## src/rtl/instr_fetch.sv

```systemverilog
// PC register and IF stage: drives the instruction ROM, builds the IF/ID register and takes
// redirects, interrupts and fetch-overflow exceptions. Define IF_PERF_CNT_EN for fetch/bubble counters.
module instr_fetch #(
    parameter logic [31:0] RESET_PC  = 32'h8000_0000,
    parameter logic [31:0] IRQ_VEC   = 32'h8000_0004,
    parameter logic [31:0] EXC_VEC   = 32'h8000_0008,
    parameter logic [31:0] NOP_INSTR = 32'h0000_0000
) (
    input  logic        clk,
    input  logic        reset,
    output logic [30:0] rom_addr,
    input  logic [31:0] rom_data,
    input  logic        rom_overflow,
    input  logic        stall,
    input  logic        redirect_valid,
    input  logic [31:0] redirect_pc,
    input  logic        irq,
    output logic [31:0] pc,
    output logic [31:0] if_id_instr,
    output logic [31:0] if_id_pc_plus4,
    output logic        if_id_valid,
    output logic        xp_we,
    output logic [31:0] xp_data,
    output logic [1:0]  exc_cause
`ifdef IF_PERF_CNT_EN
    ,
    output logic [31:0] fetch_cnt,
    output logic [31:0] bubble_cnt
`endif
);

    typedef enum logic {ST_RUN = 1'b0, ST_TRAP = 1'b1} state_t;

    localparam logic [1:0] CAUSE_IRQ = 2'b01;
    localparam logic [1:0] CAUSE_OVF = 2'b10;

    state_t      r_state, w_state_nxt;
    logic [31:0] r_pc, w_pc_nxt;
    logic [31:0] r_instr, w_instr_nxt;
    logic [31:0] r_pc_plus4, w_pc_plus4_nxt;
    logic        r_valid, w_valid_nxt;
    logic        r_xp_we, w_xp_we_nxt;
    logic [31:0] r_xp_data, w_xp_data_nxt;
    logic [1:0]  r_cause, w_cause_nxt;

    logic [31:0] w_pc_plus4;
    logic        w_in_run, w_take_exc, w_take_irq;

    assign w_pc_plus4 = r_pc + 32'd4;
    assign w_in_run   = (r_state == ST_RUN);
    // Traps are only evaluated in RUN, so the TRAP bubble cycle cannot re-trap.
    assign w_take_exc = w_in_run && rom_overflow && !stall;
    assign w_take_irq = w_in_run && irq && !r_pc[31] && !stall;

    always_comb begin
        // NOTE: every output of this block gets a default first, so no path can infer a latch.
        w_state_nxt     = ST_RUN;
        w_pc_nxt        = r_pc;
        w_instr_nxt     = r_instr;
        w_pc_plus4_nxt  = r_pc_plus4;
        w_valid_nxt     = r_valid;
        w_xp_we_nxt     = 1'b0;
        w_xp_data_nxt   = r_xp_data;
        w_cause_nxt     = r_cause;

        if (w_take_exc) begin
            w_pc_nxt      = EXC_VEC;
            w_instr_nxt   = NOP_INSTR;
            w_valid_nxt   = 1'b0;
            w_xp_we_nxt   = 1'b1;
            w_xp_data_nxt = w_pc_plus4;
            w_cause_nxt   = CAUSE_OVF;
            w_state_nxt   = ST_TRAP;
        end else if (redirect_valid) begin
            w_pc_nxt    = redirect_pc;
            w_instr_nxt = NOP_INSTR;
            w_valid_nxt = 1'b0;
        end else if (w_take_irq) begin
            w_pc_nxt      = IRQ_VEC;
            w_instr_nxt   = NOP_INSTR;
            w_valid_nxt   = 1'b0;
            w_xp_we_nxt   = 1'b1;
            w_xp_data_nxt = w_pc_plus4;
            w_cause_nxt   = CAUSE_IRQ;
            w_state_nxt   = ST_TRAP;
        end else if (!stall) begin
            w_pc_nxt       = w_pc_plus4;
            w_instr_nxt    = rom_data;
            w_pc_plus4_nxt = w_pc_plus4;
            w_valid_nxt    = 1'b1;
        end
    end

    always_ff @(posedge clk) begin
        // NOTE: state is updated with non-blocking assignments so every register samples pre-edge values.
        if (reset) begin
            r_state    <= ST_RUN;
            r_pc       <= RESET_PC;
            r_instr    <= NOP_INSTR;
            r_pc_plus4 <= 32'd0;
            r_valid    <= 1'b0;
            r_xp_we    <= 1'b0;
            r_xp_data  <= 32'd0;
            r_cause    <= 2'b00;
        end else begin
            r_state    <= w_state_nxt;
            r_pc       <= w_pc_nxt;
            r_instr    <= w_instr_nxt;
            r_pc_plus4 <= w_pc_plus4_nxt;
            r_valid    <= w_valid_nxt;
            r_xp_we    <= w_xp_we_nxt;
            r_xp_data  <= w_xp_data_nxt;
            r_cause    <= w_cause_nxt;
        end
    end

`ifdef IF_PERF_CNT_EN
    logic [31:0] r_fetch_cnt, r_bubble_cnt;
    logic        w_hold;

    // A stalled cycle leaves IF/ID untouched and is counted by neither counter.
    assign w_hold = !w_take_exc && !redirect_valid && !w_take_irq && stall;

    always_ff @(posedge clk) begin
        if (reset) begin
            r_fetch_cnt  <= 32'd0;
            r_bubble_cnt <= 32'd0;
        end else if (!w_hold) begin
            if (w_valid_nxt) r_fetch_cnt  <= r_fetch_cnt + 32'd1;
            else             r_bubble_cnt <= r_bubble_cnt + 32'd1;
        end
    end

    assign fetch_cnt  = r_fetch_cnt;
    assign bubble_cnt = r_bubble_cnt;
`endif

    assign rom_addr       = r_pc[30:0];
    assign pc             = r_pc;
    assign if_id_instr    = r_instr;
    assign if_id_pc_plus4 = r_pc_plus4;
    assign if_id_valid    = r_valid;
    assign xp_we          = r_xp_we;
    assign xp_data        = r_xp_data;
    assign exc_cause      = r_cause;

endmodule
```

## config.mk

```make
export PLATFORM = sky130hd
export DESIGN_NAME = instr_fetch
export DESIGN_NICKNAME = d
export VERILOG_FILES = /design/src/rtl/instr_fetch.sv
export SDC_FILE = /design/constraint.sdc
export NUM_CORES = 1
export LEC_CHECK = 0
export BUFFER_PORTS_ARGS = -buffer_cell sky130_fd_sc_hd__buf_2
export CORE_UTILIZATION = 30
export DETAILED_ROUTE_END_ITERATION = 12
export GPL_TIMING_DRIVEN = 0
export SKIP_CTS_REPAIR_TIMING = 1
export SLEW_MARGIN = 20
export SYNTH_ARGS = -nofsm -noshare
export SYNTH_HDL_FRONTEND = slang
export SYNTH_SLANG_ARGS = --single-unit
export TNS_END_PERCENT = 5
```

## constraint.sdc

```tcl
create_clock -name clk -period 1.9 [get_ports clk]
set_input_delay 0.57 -clock clk [delete_from_list [all_inputs] [get_ports clk]]
set_output_delay 0.57 -clock clk [all_outputs]
set_load 0.1 [all_outputs]
```

---- Word-level counts from Yosys, hierarchy flattened ----
Index checks and enable logic that the tools add are counted.
cells by class
  mux-type cells .......................... 13
  bitwise gates (word level) .............. 5
  add/sub/neg operators ................... 1
  reductions and logical operators ........ 13
  equality and inequality tests ........... 3
operators by type and width
  cell                   number
  $mux 32                6
  $add 32x3->32 const B  1
  $mux 2                 3
  $logic_and 1x1->1      5
  $not 1->1              5
  $mux 4                 1
  $ne 4x1->1 const B     1
  $reduce_and 2->1       2
  $reduce_and 4->1       1
  $reduce_or 4->1        1
  $mux 1                 3
  $ne 3x1->1 const B     1
  $logic_not 1->1        2
  $ne 2x1->1 const B     1
  $reduce_bool 2->1      1
  $reduce_or 2->1        1
word-level totals
  output and inout port bits .............. 163
  bits in registers ....................... 132
  input port bits ......................... 70
  logic and storage cells ................. 44

---- Logic depth before layout (Yosys ltp) ----
  depth in word-level cells ............... 7
  gate-level depth with buffers ........... 7

---- Least setup slack after synthesis ----
Ideal clock, no wire load.
  kind .................................... register -> register
  from .................................... register r_pc[2] (netlist: pc[2])
  to ...................................... register r_pc_plus4[18] (netlist: if_id_pc_plus4[18])
  setup slack ............................. -0.679 ns
  path buffers ............................ 0
  period minus slack after synthesis ...... 2.579 ns
  arrival time ............................ 2.493 ns
  data required time ...................... 1.814 ns
  library setup time ...................... 0.086 ns
  stages on the path, launching flop included .. 7
  path through ............................ dfxtp_1 ha_1 nand4_1 or2_1 nor4_1 xnor2_1 a211oi_1
between the ends
  word-level cells in the longest chain between the ends .. 1
ends and longest elaborated chain
  item                    line  RTL
  start, declared         38    logic [31:0] r_pc, w_pc_nxt;
  start signal, assigned  107   r_pc <= w_pc_nxt;
  $add 32x3->32           49    assign w_pc_plus4 = r_pc + 32'd4;
  end signal, assigned    109   r_pc_plus4 <= w_pc_plus4_nxt;
  end, declared           40    logic [31:0] r_pc_plus4, w_pc_plus4_nxt;
Every way passes these cells.
A chain may end at the register's enable or synchronous reset.

---- Final worst setup path ----
  from .................................... register r_pc[2] (netlist: pc[2])
  to ...................................... output port pc[2]
RTL lines
  item           line  RTL
  end, declared  18    output logic [31:0] pc,
No word-level cell between the ends.

==> flow_summary_export.csv <==
group,metric,value,unit
run_status,outcome,"finished clean",
placed_design,detailedPlace.worstSlack,-0.6537,ns
layout,share_of_the_core_filled_with_cells_in_the_final_layout,43.47,%
logic_synthesis,syn_inst,664,
clocking,clkLatencyLatePin,0.42,ns
logic_synthesis,synth_area,5817,um2
floorplan,start_util,30.89,%
critical_path,worstSetupStartpointType,"register",
global_route,grt_pass1_vias,5488,
placed_design,place.detailed.hpwl,15520,um
clocking,cts_max_path_buffers,2,
placed_design,gp_congestion,0.8465,
detailed_routing,drtIter0Drc,320,
critical_path,worst_path_max_delay_cell,"sky130_fd_sc_hd__buf_2",
critical_path,worstPathRequired,1.33,ns
global_route,grt_max_degree,17,
critical_path,worstPathMaxFanout,9,
flow_run,timing.max_cap.violations,0,
detailed_routing,detail_route.vias_per_cell,4.797,
layout,nets,985,
detailed_routing,detail_route.drc_violations,0,
logic_synthesis,yosysUniqueCellTypes,49,
logic_synthesis,yosys-top-cells-area,"sky130_fd_sc_hd__dfxtp_1, sky130_fd_sc_hd__nor2_1, sky130_fd_sc_hd__mux2i_1",
layout,drive_gt1_share,41.96,%
global_route,antenna_violations_before_repair,1,
layout,post-route-cell-area,8185,um2
detailed_routing,dr_total_vias,5699,
floorplan,boundaryPins,233,
power_and_ir_drop,vdd.ir_drop.worst,0.6429,mV
critical_path,max_stage_delay,0.45,ns
detailed_routing,wirelength,20780,um
layout,mostFrequentLayoutCell,"sky130_fd_sc_hd__buf_2",
timing,final-setup-viol-count,0,
logic_synthesis,syn_avg_cell_area,8.760,um2
critical_path,end_kind,"output port",
floorplan,die-width,141.2,um
timing,fin_crit,1.864,ns
floorplan,die-area,19950,um2
detailed_routing,drtAntennaViolNets,0,
critical_path,worst_ep_arrival_time,1.29,ns
power_and_ir_drop,design_power_total,8.506,mW
floorplan,design.core.area,18830,um2
worst_hold_path,hold-path-cell-count,3,
logic_synthesis,async_flop_share,0,%
layout,layout.cells.most_common_list,"sky130_fd_sc_hd__buf_2, sky130_fd_sc_hd__dfxtp_1, sky130_fd_sc_hd__nor2_1, sky130_fd_sc_hd__buf_4, sky130_fd_sc_hd__a21oi_1",
detailed_routing,drt_pass1_iterations,4,
timing,rsz0062_at_grt,"yes",
logic_synthesis,yosysTopAreaCell,"sky130_fd_sc_hd__dfxtp_1",
global_route,grt_overflow,0,
clocking,clock_sink_total,132,
timing,peak_clock_frequency_supported_by_timing,536.5,MHz
critical_path,worst_path_dominant_cell_family,"buffers and inverters",
critical_path,rr_worst_depth,6,
timing,maxSlewViolCount,0,
timing,finalHoldViolations,0,
critical_path,critPathBufInv,1,
global_route,global_route.usage.total,21.21,%
timing,relSlewSlack,49.67,%
clocking,tritoncts.num_buffers,17,
logic_synthesis,synth.net_count,735,
global_route,grt_first_pass_wirelength,31530,um
logic_synthesis,synth.yosys.warnings,0,
critical_path,worst-path-stages,1,
power_and_ir_drop,leakage_power,3.714,nW
detailed_routing,post_drt_wl_per_cell,17.49,um
logic_synthesis,edff_count_synth,0,
placed_design,port_buffers,230,
worst_hold_path,timing.hold.worst.class,"in2reg",
layout,syn2layout_area_growth,40.72,%
logic_synthesis,synth_top_cell_area_share,45.43,%
clocking,h-tree-depth,4,
placed_design,area_post_placement,7403,um2
timing,layout_worst_path_cycle_share,98.11,%
logic_synthesis,yosysSeqAreaShare,45.43,%
logic_synthesis,synth_flop_cell,"sky130_fd_sc_hd__dfxtp_1",
timing,worstMarginPinSlew,0.7549,ns
timing,hold_slack_final,0.3766,ns
clocking,root_buffer,"sky130_fd_sc_hd__clkbuf_16",
critical_path,crit_type,"reg2out",
timing,fin_ws,0.03594,ns
floorplan,fp.dieH,141.2,um
critical_path,worstPathCellList,"buf_2",
logic_synthesis,synth.ff_latch_count,132,
clocking,tritoncts,"done",
power_and_ir_drop,power_density,1039,nW/um2
clocking,cts.clk_slew.worst_paths,0.06,ns
floorplan,fp-row-count,50,
timing,worst_clock_skew,0.008503,ns
path summary, 6_finish.rpt:
path                             end  slack, ns              start
setup / recovery               pc[2]       0.04              pc[2]
hold / removal       if_id_instr[20]       0.38       rom_data[20]
setup reg to reg  if_id_pc_plus4[27]       0.07             pc[21]
hold reg to reg    if_id_pc_plus4[2]       0.45  if_id_pc_plus4[2]
state kept, by name, summed over array words and instances (netlist names):
signal and flops:
pc 32, exc_cause 2, xp_we 1, xp_data 32, if_id_instr 32, if_id_valid 1, if_id_pc_plus4 32
cell type report:
cell class | instances | area (um2)
fillers | 1926 | 10650
inverters | 9 | 33.78
repair buffers | 233 | 1265
clock buffers | 17 | 425.4
clock inverters | 15 | 155.1
multi-input cells | 441 | 2783
well taps | 260 | 325.3
flip-flops and latches | 132 | 2730
plain buffers | 80 | 465.4
diodes | 1 | 2.502
logic make-up after synthesis:
group / Yosys count / synth area share, %
buffers and inverters: 91 / 8.238
DFF: 132 / 45.43
xor gates and xnor gates: 26 / 3.915
muxes: 35 / 6.023
adders and majority gates: 1 / 0.2151
AOI/OAI and AO/OA: 154 / 16.43
and+or+nand+nor: 225 / 19.75
layer usage:
layer  up-vias  routed length, um  GRT usage [%]
met4         0                363          6.465
met3        19               1551          6.488
met5         -                  0              0
met1      2630               8942          25.93
met2       231               9921          35.59
li1       2819                  -              -
cells in the mapped netlist, types with 6 or more instances:
master	count
sky130_fd_sc_hd__clkbuf_1	32
sky130_fd_sc_hd__nor4_2	6
sky130_fd_sc_hd__buf_4	33
sky130_fd_sc_hd__nand2_1	40
sky130_fd_sc_hd__o21ai_0	28
sky130_fd_sc_hd__dfxtp_1	132
sky130_fd_sc_hd__buf_2	11
sky130_fd_sc_hd__buf_1	6
sky130_fd_sc_hd__a21oi_1	56
sky130_fd_sc_hd__o22ai_1	18
sky130_fd_sc_hd__nand3_1	9
sky130_fd_sc_hd__nand4_1	9
sky130_fd_sc_hd__nor2_1	98
sky130_fd_sc_hd__mux2i_1	35
sky130_fd_sc_hd__inv_1	9
sky130_fd_sc_hd__nor3_1	8
sky130_fd_sc_hd__and3_1	27
sky130_fd_sc_hd__a211oi_1	30
sky130_fd_sc_hd__xnor2_1	22
per-stage QoR:
step	TNS, ns	instances
2_1_floorplan	-1.109	664
3_3_place_gp	-52.54	1154
3_5_place_dp	-55.03	1154
4_1_cts	-7.550	1186
5_1_grt	-1.322	1188
6_report	0	1188
where the power goes:
part / switching, mW / total [mW] / internal (mW)
Combinational: 1.76 / 2.19 / 0.432
Clock: 1.33 / 3.27 / 1.94
Sequential: 0.138 / 3.04 / 2.91
Note: power is estimated with default switching activity, not from simulation.
